===== src/rtl/tmodel_scan_ctrl.sv =====
// tmodel_scan_ctrl: serial test-access controller for the section harness.
// Shifts in a stimulus frame, applies it, waits a settle time, shifts out the result.
module tmodel_scan_ctrl #(
   parameter int N1  = 89,
   parameter int N2  = 79,
   parameter int LAT = 3
) (
   input  logic          Clock,
   input  logic          Reset,
   input  logic          Start,
   input  logic          Abort,
   input  logic          SDI,
   input  logic          SValid,
   output logic          SDO,
   output logic          SDOValid,
   output logic          Busy,
   output logic          Done,
   output logic [N1-1:0] TIn,
   output logic          TS1,
   output logic          TS2,
   output logic          TS3,
   input  logic [N2-1:0] TOut
);

   localparam int FW = N1 + 3;
   localparam int CW = $clog2(FW + 1);

   localparam logic [CW-1:0] LOAD_LAST = CW'(FW - 1);
   localparam logic [CW-1:0] UNL_LAST  = CW'(N2 - 1);
   localparam logic [7:0]    SET_LAST  = 8'(LAT - 1);

   typedef enum logic [1:0] {
      IDLE   = 2'd0,
      LOAD   = 2'd1,
      APPLY  = 2'd2,
      UNLOAD = 2'd3
   } state_t;

   state_t          state;
   state_t          state_nx;
   logic [CW-1:0]   bit_cnt;
   logic [7:0]      settle_cnt;
   logic [FW-1:0]   frame_sr;
   logic [N2-1:0]   result_sr;
   logic            done_r;

   // State register
   always_ff @(posedge Clock or posedge Reset) begin
      if (Reset) state <= IDLE;
      else       state <= state_nx;
   end

   // Next-state logic; Abort wins over every other input
   always_comb begin
      state_nx = state;
      if (Abort) begin
         state_nx = IDLE;
      end else begin
         unique case (state)
            IDLE:    if (Start) state_nx = LOAD;
            LOAD:    if (SValid && bit_cnt == LOAD_LAST) state_nx = APPLY;
            APPLY:   if (settle_cnt == SET_LAST) state_nx = UNLOAD;
            UNLOAD:  if (bit_cnt == UNL_LAST) state_nx = IDLE;
            default: state_nx = IDLE;
         endcase
      end
   end

   // Outputs decoded from state; SDO is forced low outside UNLOAD
   always_comb begin
      Busy     = 1'b0;
      SDOValid = 1'b0;
      SDO      = 1'b0;
      unique case (state)
         IDLE:    Busy = 1'b0;
         LOAD:    Busy = 1'b1;
         APPLY:   Busy = 1'b1;
         UNLOAD: begin
            Busy     = 1'b1;
            SDOValid = 1'b1;
            SDO      = result_sr[0];
         end
         default: Busy = 1'b0;
      endcase
   end

   assign Done = done_r;

   // Datapath: frame shifting, vector apply, settle count, result unload
   always_ff @(posedge Clock or posedge Reset) begin
      if (Reset) begin
         bit_cnt    <= '0;
         settle_cnt <= '0;
         frame_sr   <= '0;
         result_sr  <= '0;
         done_r     <= 1'b0;
         TIn        <= '0;
         TS1        <= 1'b0;
         TS2        <= 1'b0;
         TS3        <= 1'b0;
      end else begin
         done_r <= 1'b0;
         if (Abort) begin
            bit_cnt    <= '0;
            settle_cnt <= '0;
            frame_sr   <= '0;
         end else begin
            unique case (state)
               IDLE: begin
                  if (Start) begin
                     bit_cnt  <= '0;
                     frame_sr <= '0;
                  end
               end
               LOAD: begin
                  if (SValid) begin
                     frame_sr <= {SDI, frame_sr[FW-1:1]};
                     bit_cnt  <= bit_cnt + CW'(1);
                     if (bit_cnt == LOAD_LAST) begin
                        {TS3, TS2, TS1, TIn} <= {SDI, frame_sr[FW-1:1]};
                        settle_cnt <= '0;
                     end
                  end
               end
               APPLY: begin
                  settle_cnt <= settle_cnt + 8'd1;
                  if (settle_cnt == SET_LAST) begin
                     result_sr <= TOut;
                     bit_cnt   <= '0;
                  end
               end
               UNLOAD: begin
                  result_sr <= {1'b0, result_sr[N2-1:1]};
                  bit_cnt   <= bit_cnt + CW'(1);
                  if (bit_cnt == UNL_LAST) done_r <= 1'b1;
               end
               default: done_r <= 1'b0;
            endcase
         end
      end
   end

endmodule


===== config.mk =====
export PLATFORM = sky130hd
export DESIGN_NAME = tmodel_scan_ctrl
export DESIGN_NICKNAME = d
export VERILOG_FILES = /design/src/rtl/tmodel_scan_ctrl.sv
export SDC_FILE = /design/constraint.sdc
export NUM_CORES = 1
export LEC_CHECK = 0
export ABC_AREA = 0
export BUFFER_PORTS_ARGS = -buffer_cell sky130_fd_sc_hd__buf_2
export CAP_MARGIN = 30
export CORE_MARGIN = 3
export CORE_UTILIZATION = 37
export DETAILED_ROUTE_END_ITERATION = 8
export GPL_ROUTABILITY_DRIVEN = 0
export HOLD_SLACK_MARGIN = 0.15
export MAX_ROUTING_LAYER = met4
export PLACE_DENSITY = 0.66
export SLEW_MARGIN = 5
export SYNTH_ARGS = -nofsm -noshare
export SYNTH_HDL_FRONTEND = slang
export SYNTH_SLANG_ARGS = --single-unit
export TNS_END_PERCENT = 5

===== constraint.sdc =====
create_clock -name Clock -period 23.5 [get_ports Clock]
set_input_delay 3.525 -clock Clock [delete_from_list [all_inputs] [get_ports Clock]]
set_output_delay 3.525 -clock Clock [all_outputs]
set_load 0.05 [all_outputs]

## Yosys cells after proc, flatten, opt, wreduce, memory -nomap -nowiden

Index checks and enable logic that the tools add are counted.

| operators by class | value |
|---|---|
| eq/ne operators | 13 |
| mux-type cells | 27 |
| reductions and logical operators | 12 |
| add/sub/neg operators | 2 |
| bitwise gates (word level) | 1 |

Operator list:

| kind | count |
|---|---|
| $mux 92 | 3 |
| $pmux 92 s2 | 1 |
| $pmux 79 s2 | 1 |
| $mux 79 | 1 |
| $mux 7 | 4 |
| $pmux 7 s4 | 1 |
| $mux 8 | 3 |
| $ne 3x3->1 const B | 6 |
| $pmux 8 s2 | 1 |
| $eq 7x7->1 const B | 2 |
| $reduce_and 3->1 | 4 |
| $mux 2 | 5 |
| $add 8x1->8 const B | 1 |
| $eq 8x2->1 const B | 1 |
| $pmux 2 s4 | 1 |
| $reduce_and 4->1 | 2 |
| $add 7x1->7 const B | 1 |
| $reduce_bool 3->1 | 2 |
| $mux 1 | 5 |
| $eq 2x2->1 const B | 2 |
| $reduce_or 3->1 | 1 |
| $eq 2x1->1 const B | 1 |
| $logic_not 2->1 | 1 |
| $ne 2x2->1 const B | 1 |
| other kinds (4) | 4 |

| storage, ports and cells | value |
|---|---|
| flip-flop bits (word level) | 281 |
| bits of input ports | 85 |
| word-level logic and storage cells | 65 |
| output and inout bits | 96 |

## Logic depth before layout (Yosys ltp)

Gate-level depths: netlist of the first run.

| depth | value |
|---|---|
| word-level depth | 5 |
| depth in mapped cells | 10 |
| mapped depth without buffers | 6 |

## Least setup slack after synthesis of the first run

OpenSTA, ideal clock, no wires.

| timing | value |
|---|---|
| path kind | register to output |
| from | register state[1] |
| to | output SDO |
| setup slack | 17.904 ns |
| path buffers | 2 |
| required time | 19.975 ns |
| stages on the path, launching flop included | 5 |
| arrival | 2.071 ns |
| cells stage by stage | dfrtp_1 -> ha_1 -> buf_2 -> buf_1 -> and2_1 |

| between the ends | value |
|---|---|
| cells in the longest elaborated chain, start to end | 2 |

RTL lines:

| item | line | source |
|---|---|---|
| start: declaration | 39 | `state_t state;` |
| start signal: assignment | 50 | `else state <= state_nx;` |
| $eq 2x2->1 | 74 | `unique case (state)` |
| $mux 1 | 74 |  |
| end: declaration | 14 | `output logic SDO,` |

Every way passes these cells.

## Final worst setup path of the first run

Same ends and word-level chain as after synthesis.

==> results of run 1 <==
-- cell families (layout without fill, tap and decap cells) --
kind of cell               after synthesis  after routing  synth area share
AOI/OAI and AO/OA                      295            295            0.1296
adders and majority gates                9              9          0.009429
buffers and inverters                   89            261           0.03237
DFF                                    280            280            0.5867
muxes                                  170            170            0.1521
other                                    0              2                 0
and+or+nand+nor                        243            243           0.08979
-- through the flow --
step / power (mW) / setup slack [ns]
CTS: 1.322 / 17.73
floorplan: 0.7187 / 12.25
global route: 1.377 / 17.67
detailed placement: 0.7724 / 17.54
global placement: 0.7620 / 17.57
finish: 1.307 / 17.82
-- worst min-delay path, delay by kind of cell (launching register included) --
| kind | cells | cell delay (ns) |
|---|---|---|
| flip-flops | 1 | 0.34 |
| AO/OA/AOI/OAI | 1 | 0.06 |
| AND/OR/NAND/NOR | 1 | 0.04 |
-- layout make-up --
type,instances,area share
clock inverter,20,0.02095
timing repair buffer,193,0.07440
inverter,10,0.003129
sequential,280,0.4867
multi-input combinational,717,0.3196
clock buffer,38,0.05989
antenna,2,0.0003477
tap,402,0.03494
-- power by group --
group | switching, mW | leakage [nW] | total (mW) | internal (mW)
sequential | 0.0349 | 3.80 | 0.585 | 0.550
combinational | 0.117 | 2.33 | 0.180 | 0.0637
clock | 0.203 | 0.567 | 0.542 | 0.338
total | 0.355 | 6.70 | 1.31 | 0.952
-- cells in the final DEF, fill, tap and decap left out, types with 9 or more instances in the layout --
cell	count
inv_1	9
o21ai_0	235
a21oi_1	16
nand2_1	191
buf_2	180
mux2i_1	78
mux2_2	92
o21ai_1	22
clkbuf_16	31
dfrtp_1	280
buf_4	9
-- flip-flops by register name (all words and copies together) (netlist names) --
name,cells
Done,1
TIn,89
TS1,1
TS2,1
TS3,1
bit_cnt,7
frame_sr,91
result_sr,79
settle_cnt,8
state,2
-- metal layers --
metal	track usage	vias to the layer above
li1	-	4088
met1	0.2160	4159
met2	0.2480	176
met3	0.03127	38
met4	0.03515	0
met5	-	-
-- worst min-delay path by stage --
stage,endpoint,depth (start not counted)
4_1_cts,frame_sr[1]$_DFFE_PP0P_,2
6_report,frame_sr[1]$_DFFE_PP0P_,2
5_1_grt,frame_sr[1]$_DFFE_PP0P_,2
2_1_floorplan,frame_sr[1]$_DFFE_PP0P_,2
3_5_place_dp,frame_sr[1]$_DFFE_PP0P_,2
3_3_place_gp,frame_sr[1]$_DFFE_PP0P_,2
==> run_results.csv, run 1 <==
group,metric,value,unit
final_layout,final_cell_area,14400,um2
die,die_h,185.7,um
placed_design,postPlaceCellArea,13170,um2
timing,drv_slew,0,
timing,clock_skew,0.009381,ns
clock_network,clkTransAtPathRegs,0.06,ns
setup_path,path_class,"register to primary output",
setup_path,crit_family,"adder cells",
die,die_x,185.7,um
clock_network,cts_resized,0,
clock_network,cts_tree,"built",
final_layout,fillers,2950,
synth,synth_edf_count,0,
synth,avgSynthCellArea,11.00,um2
timing,rsz0062_at_grt,"no",
routing,drc,0,
die,core-area,31720,um2
final_layout,area_growth,20.53,%
synth,synth_most_common_cell,"dfrtp_1",
setup_path,slowest_delay,0.63,ns
timing,period_share,0.2418,
routing,wirelength_met1,12.26,mm
setup_path,path_buf_inv,1,
synth,ys_ff_latch,280,
setup_path,start_kind,"register",
final_layout,post_route_cells_drive_above_1_share,0.2814,
timing,timing.fmax,176.0,MHz
setup_path,critPathSlowestCell,"ha_4",
setup_path,cp-end-kind,"primary output",
status,status,"finished, final reports clean",
routing,wl,26.89,mm
setup_path,setup.worst_path.start,"state[1]$_DFFE_PP0P_",
setup_path,r2r-end,"TIn[69]$_DFFE_PP0P_",
flow_run,drv_cap,0,
timing,period_needed,5.682,ns
synth,yosysTopAreaCell,"dfrtp_1",
grt,grt_antenna_before_repair,2,
die,die_area,34470,um2
final_layout,multiInputGateArea,4601,um2
timing,tightest_slew,0.9216,ns
synth,syn-instance-count,1086,
grt,globalRouteOverflowTotal,0,
setup_path,critPathMaxFanout,40,
die,num_rows,65,
synth,synthesis.nets,1180,
routing,wl_met2,12.68,mm
synth,synth_seq_area_share,0.5867,
placed_design,dp.final_hpwl,16.54,mm
grt,track_usage,0.1584,
final_layout,utilization,0.4538,
placed_design,dp.cells,1600,
final_layout,nNetsFinal,1327,
setup_path,path_depth,3,
clock_network,clock_sinks,280,
synth,ys_top_cells_by_area,"dfrtp_1, o21ai_0, mux2_2, mux2i_1, nand2_1",
power,leakagePower,6.703,nW
grt,grt_pass1_wl,43.79,mm
synth,synth_top_area_share,0.5867,
setup_path,crit_chain,"ha_4 > and2_1 > buf_2",
routing,routedWlPerCell,16.18,um
routing,drtIter0Drc,527,
die,io_pins,181,
final_layout,register_area,7007,um2
routing,vias,8461,
routing,dr.pass1.iters,5,
grt,grt_pass1_vias,8266,
timing,hold-worst-slack,0.4813,ns
hold_path,min-delay-start,"frame_sr[1]$_DFFE_PP0P_",
timing,slew_headroom,0.3856,
routing,via_per_inst,5.091,
timing,setup_viol,0,
placed_design,portBuffers,180,
clock_network,ctsHtreeMaxLevel,1,
synth,async_flop_share,1.000,
hold_path,hp-class,"register to register",
clock_network,cts_buffer_depth,3,
die,start_util,0.3765,
power,p_per_area,90.82,nW/um2
routing,wl_met3,1.423,mm
routing,highest_layer,"met4",
synth,syn-cell-area,11940,um2
synth,yosysWarnings,0,
timing,hold_violations,0,
clock_network,cts-root-buf,"clkbuf_16",
setup_path,r2r_setup_slack,20.19,ns
clock_network,cts_hold_buf,0,
grt,grt_max_degree,153,
clock_network,cts-buffers-inserted,31,
setup_path,cp-endpoint,"SDO",
setup_path,worstPathRequired,19.98,ns
setup_path,worst-r2r-cell-count,6,
setup_path,timing.rr.start,"state[1]$_DFFE_PP0P_",
setup_path,cp_data_arrival_time,2.16,ns
final_layout,stdcell_count,1662,
power,peakVddDrop,0.06821,mV
synth,ys_top_cells_by_count,"dfrtp_1, o21ai_0, nand2_1, mux2_2, mux2i_1",
synth,synth_top_flop_cell,"dfrtp_1",
routing,ant_nets,0,
synth,ys_types,49,
clock_network,insertion_delay,0.55,ns
timing,setup_tns,0,ns
clock_network,post_cts_buffers,0,
Note: power is estimated with default switching activity, not from simulation.
==> run 2: changes to the inputs <==
- PLACE_DENSITY: 0.66 -> 0.68
- clock period: 23.5 -> 4.9 ns (I/O delays scaled with it)
==> run 2 against run 1 <==
Critical endpoint is now SDOValid. Critical path type unchanged. Via count is 0.14% lower. Critical path depth stayed put. First-iteration DRC count is 20% higher.
==> run_results.csv, run 2 (synthesized netlist as in run 1, its figures left out) <==
group,metric,value,unit
clock_network,cts_hold_buf,0,
clock_network,cts-root-buf,"clkbuf_16",
die,io_pins,181,
timing,hold_violations,0,
die,num_rows,65,
die,die_h,185.7,um
timing,rsz0062_at_grt,"no",
final_layout,post_route_cells_drive_above_1_share,0.2773,
routing,vias,8449,
timing,clock_skew,0.01282,ns
grt,grt_max_degree,183,
routing,via_per_inst,5.093,
routing,wl,25.90,mm
final_layout,largest_register,"frame_sr",
placed_design,dp.final_hpwl,16.26,mm
routing,ant_nets,0,
timing,period_needed,3.499,ns
setup_path,cp-end-kind,"primary output",
timing,slew_headroom,0.3402,
clock_network,cts_resized,0,
setup_path,path_buf_inv,2,
hold_path,hp-class,"input pin to asynchronous set/reset pin",
placed_design,portBuffers,180,
grt,track_usage,0.1527,
timing,setup_tns,0,ns
setup_path,path_class,"register to primary output",
clock_network,cts-buffers-inserted,31,
final_layout,mostFrequentLayoutCells,"dfrtp_1, o21ai_0, nand2_1",
grt,grt_pass1_vias,8193,
final_layout,fillers,2977,
setup_path,start_kind,"register",
final_layout,multiInputGateArea,4601,um2
power,p_per_area,426.7,nW/um2
clock_network,cts_tree,"built",
routing,routedWlPerCell,15.61,um
timing,setup_viol,0,
status,status,"finished, final reports clean",
clock_network,cts_buffer_depth,3,
timing,drv_slew,0,
grt,globalRouteOverflowTotal,0,
grt,grt_pass1_wl,42.93,mm
die,die_x,185.7,um
timing,period_share,0.7141,
power,leakagePower,6.645,nW
setup_path,worstPathRequired,4.16,ns
grt,grt_antenna_before_repair,2,
power,peakVddDrop,0.2383,mV
setup_path,slowest_delay,0.74,ns
routing,drc,0,
timing,tightest_slew,0.9897,ns
final_layout,largestRegisters,"frame_sr: 91 flops, TIn: 89 flops, result_sr: 79 flops",
setup_path,critPathSlowestCell,"buf_4",
routing,dr.pass1.iters,5,
final_layout,nNetsFinal,1325,
clock_network,post_cts_buffers,0,
routing,drtIter0Drc,631,
power,p_total,6.094,mW
final_layout,largest_reg_flops,91,
flow_run,drv_cap,0,
clock_network,clock_sinks,280,
die,core-area,31720,um2
clock_network,clkTransAtPathRegs,0.06,ns
die,start_util,0.3765,
clock_network,insertion_delay,0.55,ns
final_layout,register_area,7007,um2
clock_network,ctsHtreeMaxLevel,1,
setup_path,crit_family,"buffers and inverters",
setup_path,critPathMaxFanout,50,
final_layout,layout_commonest_cell,"dfrtp_1",
final_layout,area_growth,19.60,%
setup_path,crit_chain,"ha_4 > buf_4 > buf_2",
die,die_area,34470,um2
setup_path,cp_data_arrival_time,2.76,ns
timing,timing.fmax,285.8,MHz
==> run 2: per-stage QoR <==
stage / std cells / worst slack, ns / util / cell area, um2 / hold WS [ns]
2_1_floorplan: 1086 / 0.4577 / - / 11950 / 0.4444
3_3_place_gp: 1600 / 1.683 / 0.4157 / 13190 / 0.4665
3_5_place_dp: 1600 / 1.597 / 0.4157 / 13190 / 0.4903
4_1_cts: 1657 / 1.381 / 0.4502 / 14280 / 0.1822
5_1_grt: 1659 / 1.288 / 0.4503 / 14280 / 0.2138
6_report: 1659 / 1.401 / 0.4503 / 14280 / 0.2008
==> run 2: worst paths after layout <==
check	startpoint	to	slack, ns	cells after the start
max	state[1]$_DFFE_PP0P_	SDOValid	1.40	3
min	Reset	result_sr[57]$_DFFE_PP0P_	0.20	2
max reg2reg	state[1]$_DFFE_PP0P_	result_sr[19]$_DFFE_PP0P_	1.61	7
min reg2reg	TIn[11]$_DFFE_PP0P_	TIn[11]$_DFFE_PP0P_	0.50	1
max in group asynchronous	Reset	TIn[69]$_DFFE_PP0P_	3.49	3
min in group Clock	SDI	frame_sr[91]$_DFFE_PP0P_	0.44	3
==> run 2: cell type report <==
type	instances	area share
antenna	2	0.0003504
tap	402	0.03521
multi-input combinational	717	0.3221
timing repair buffer	191	0.07235
inverter	10	0.002891
sequential	280	0.4905
clock buffer	40	0.06018
clock inverter	17	0.01638
==> run 2: where the power goes <==
part / internal (mW) / leakage [nW] / switching, mW
logic: 0.287 / 2.31 / 0.550
clock network: 1.50 / 0.537 / 0.944
registers: 2.64 / 3.80 / 0.171
==> run 2: layer usage <==
metal | global-route usage | share of wire
met2 | 0.2414 | 0.48
met3 | 0.02365 | 0.045
met1 | 0.2083 | 0.45
met5 | - | 0
met4 | 0.03873 | 0.022
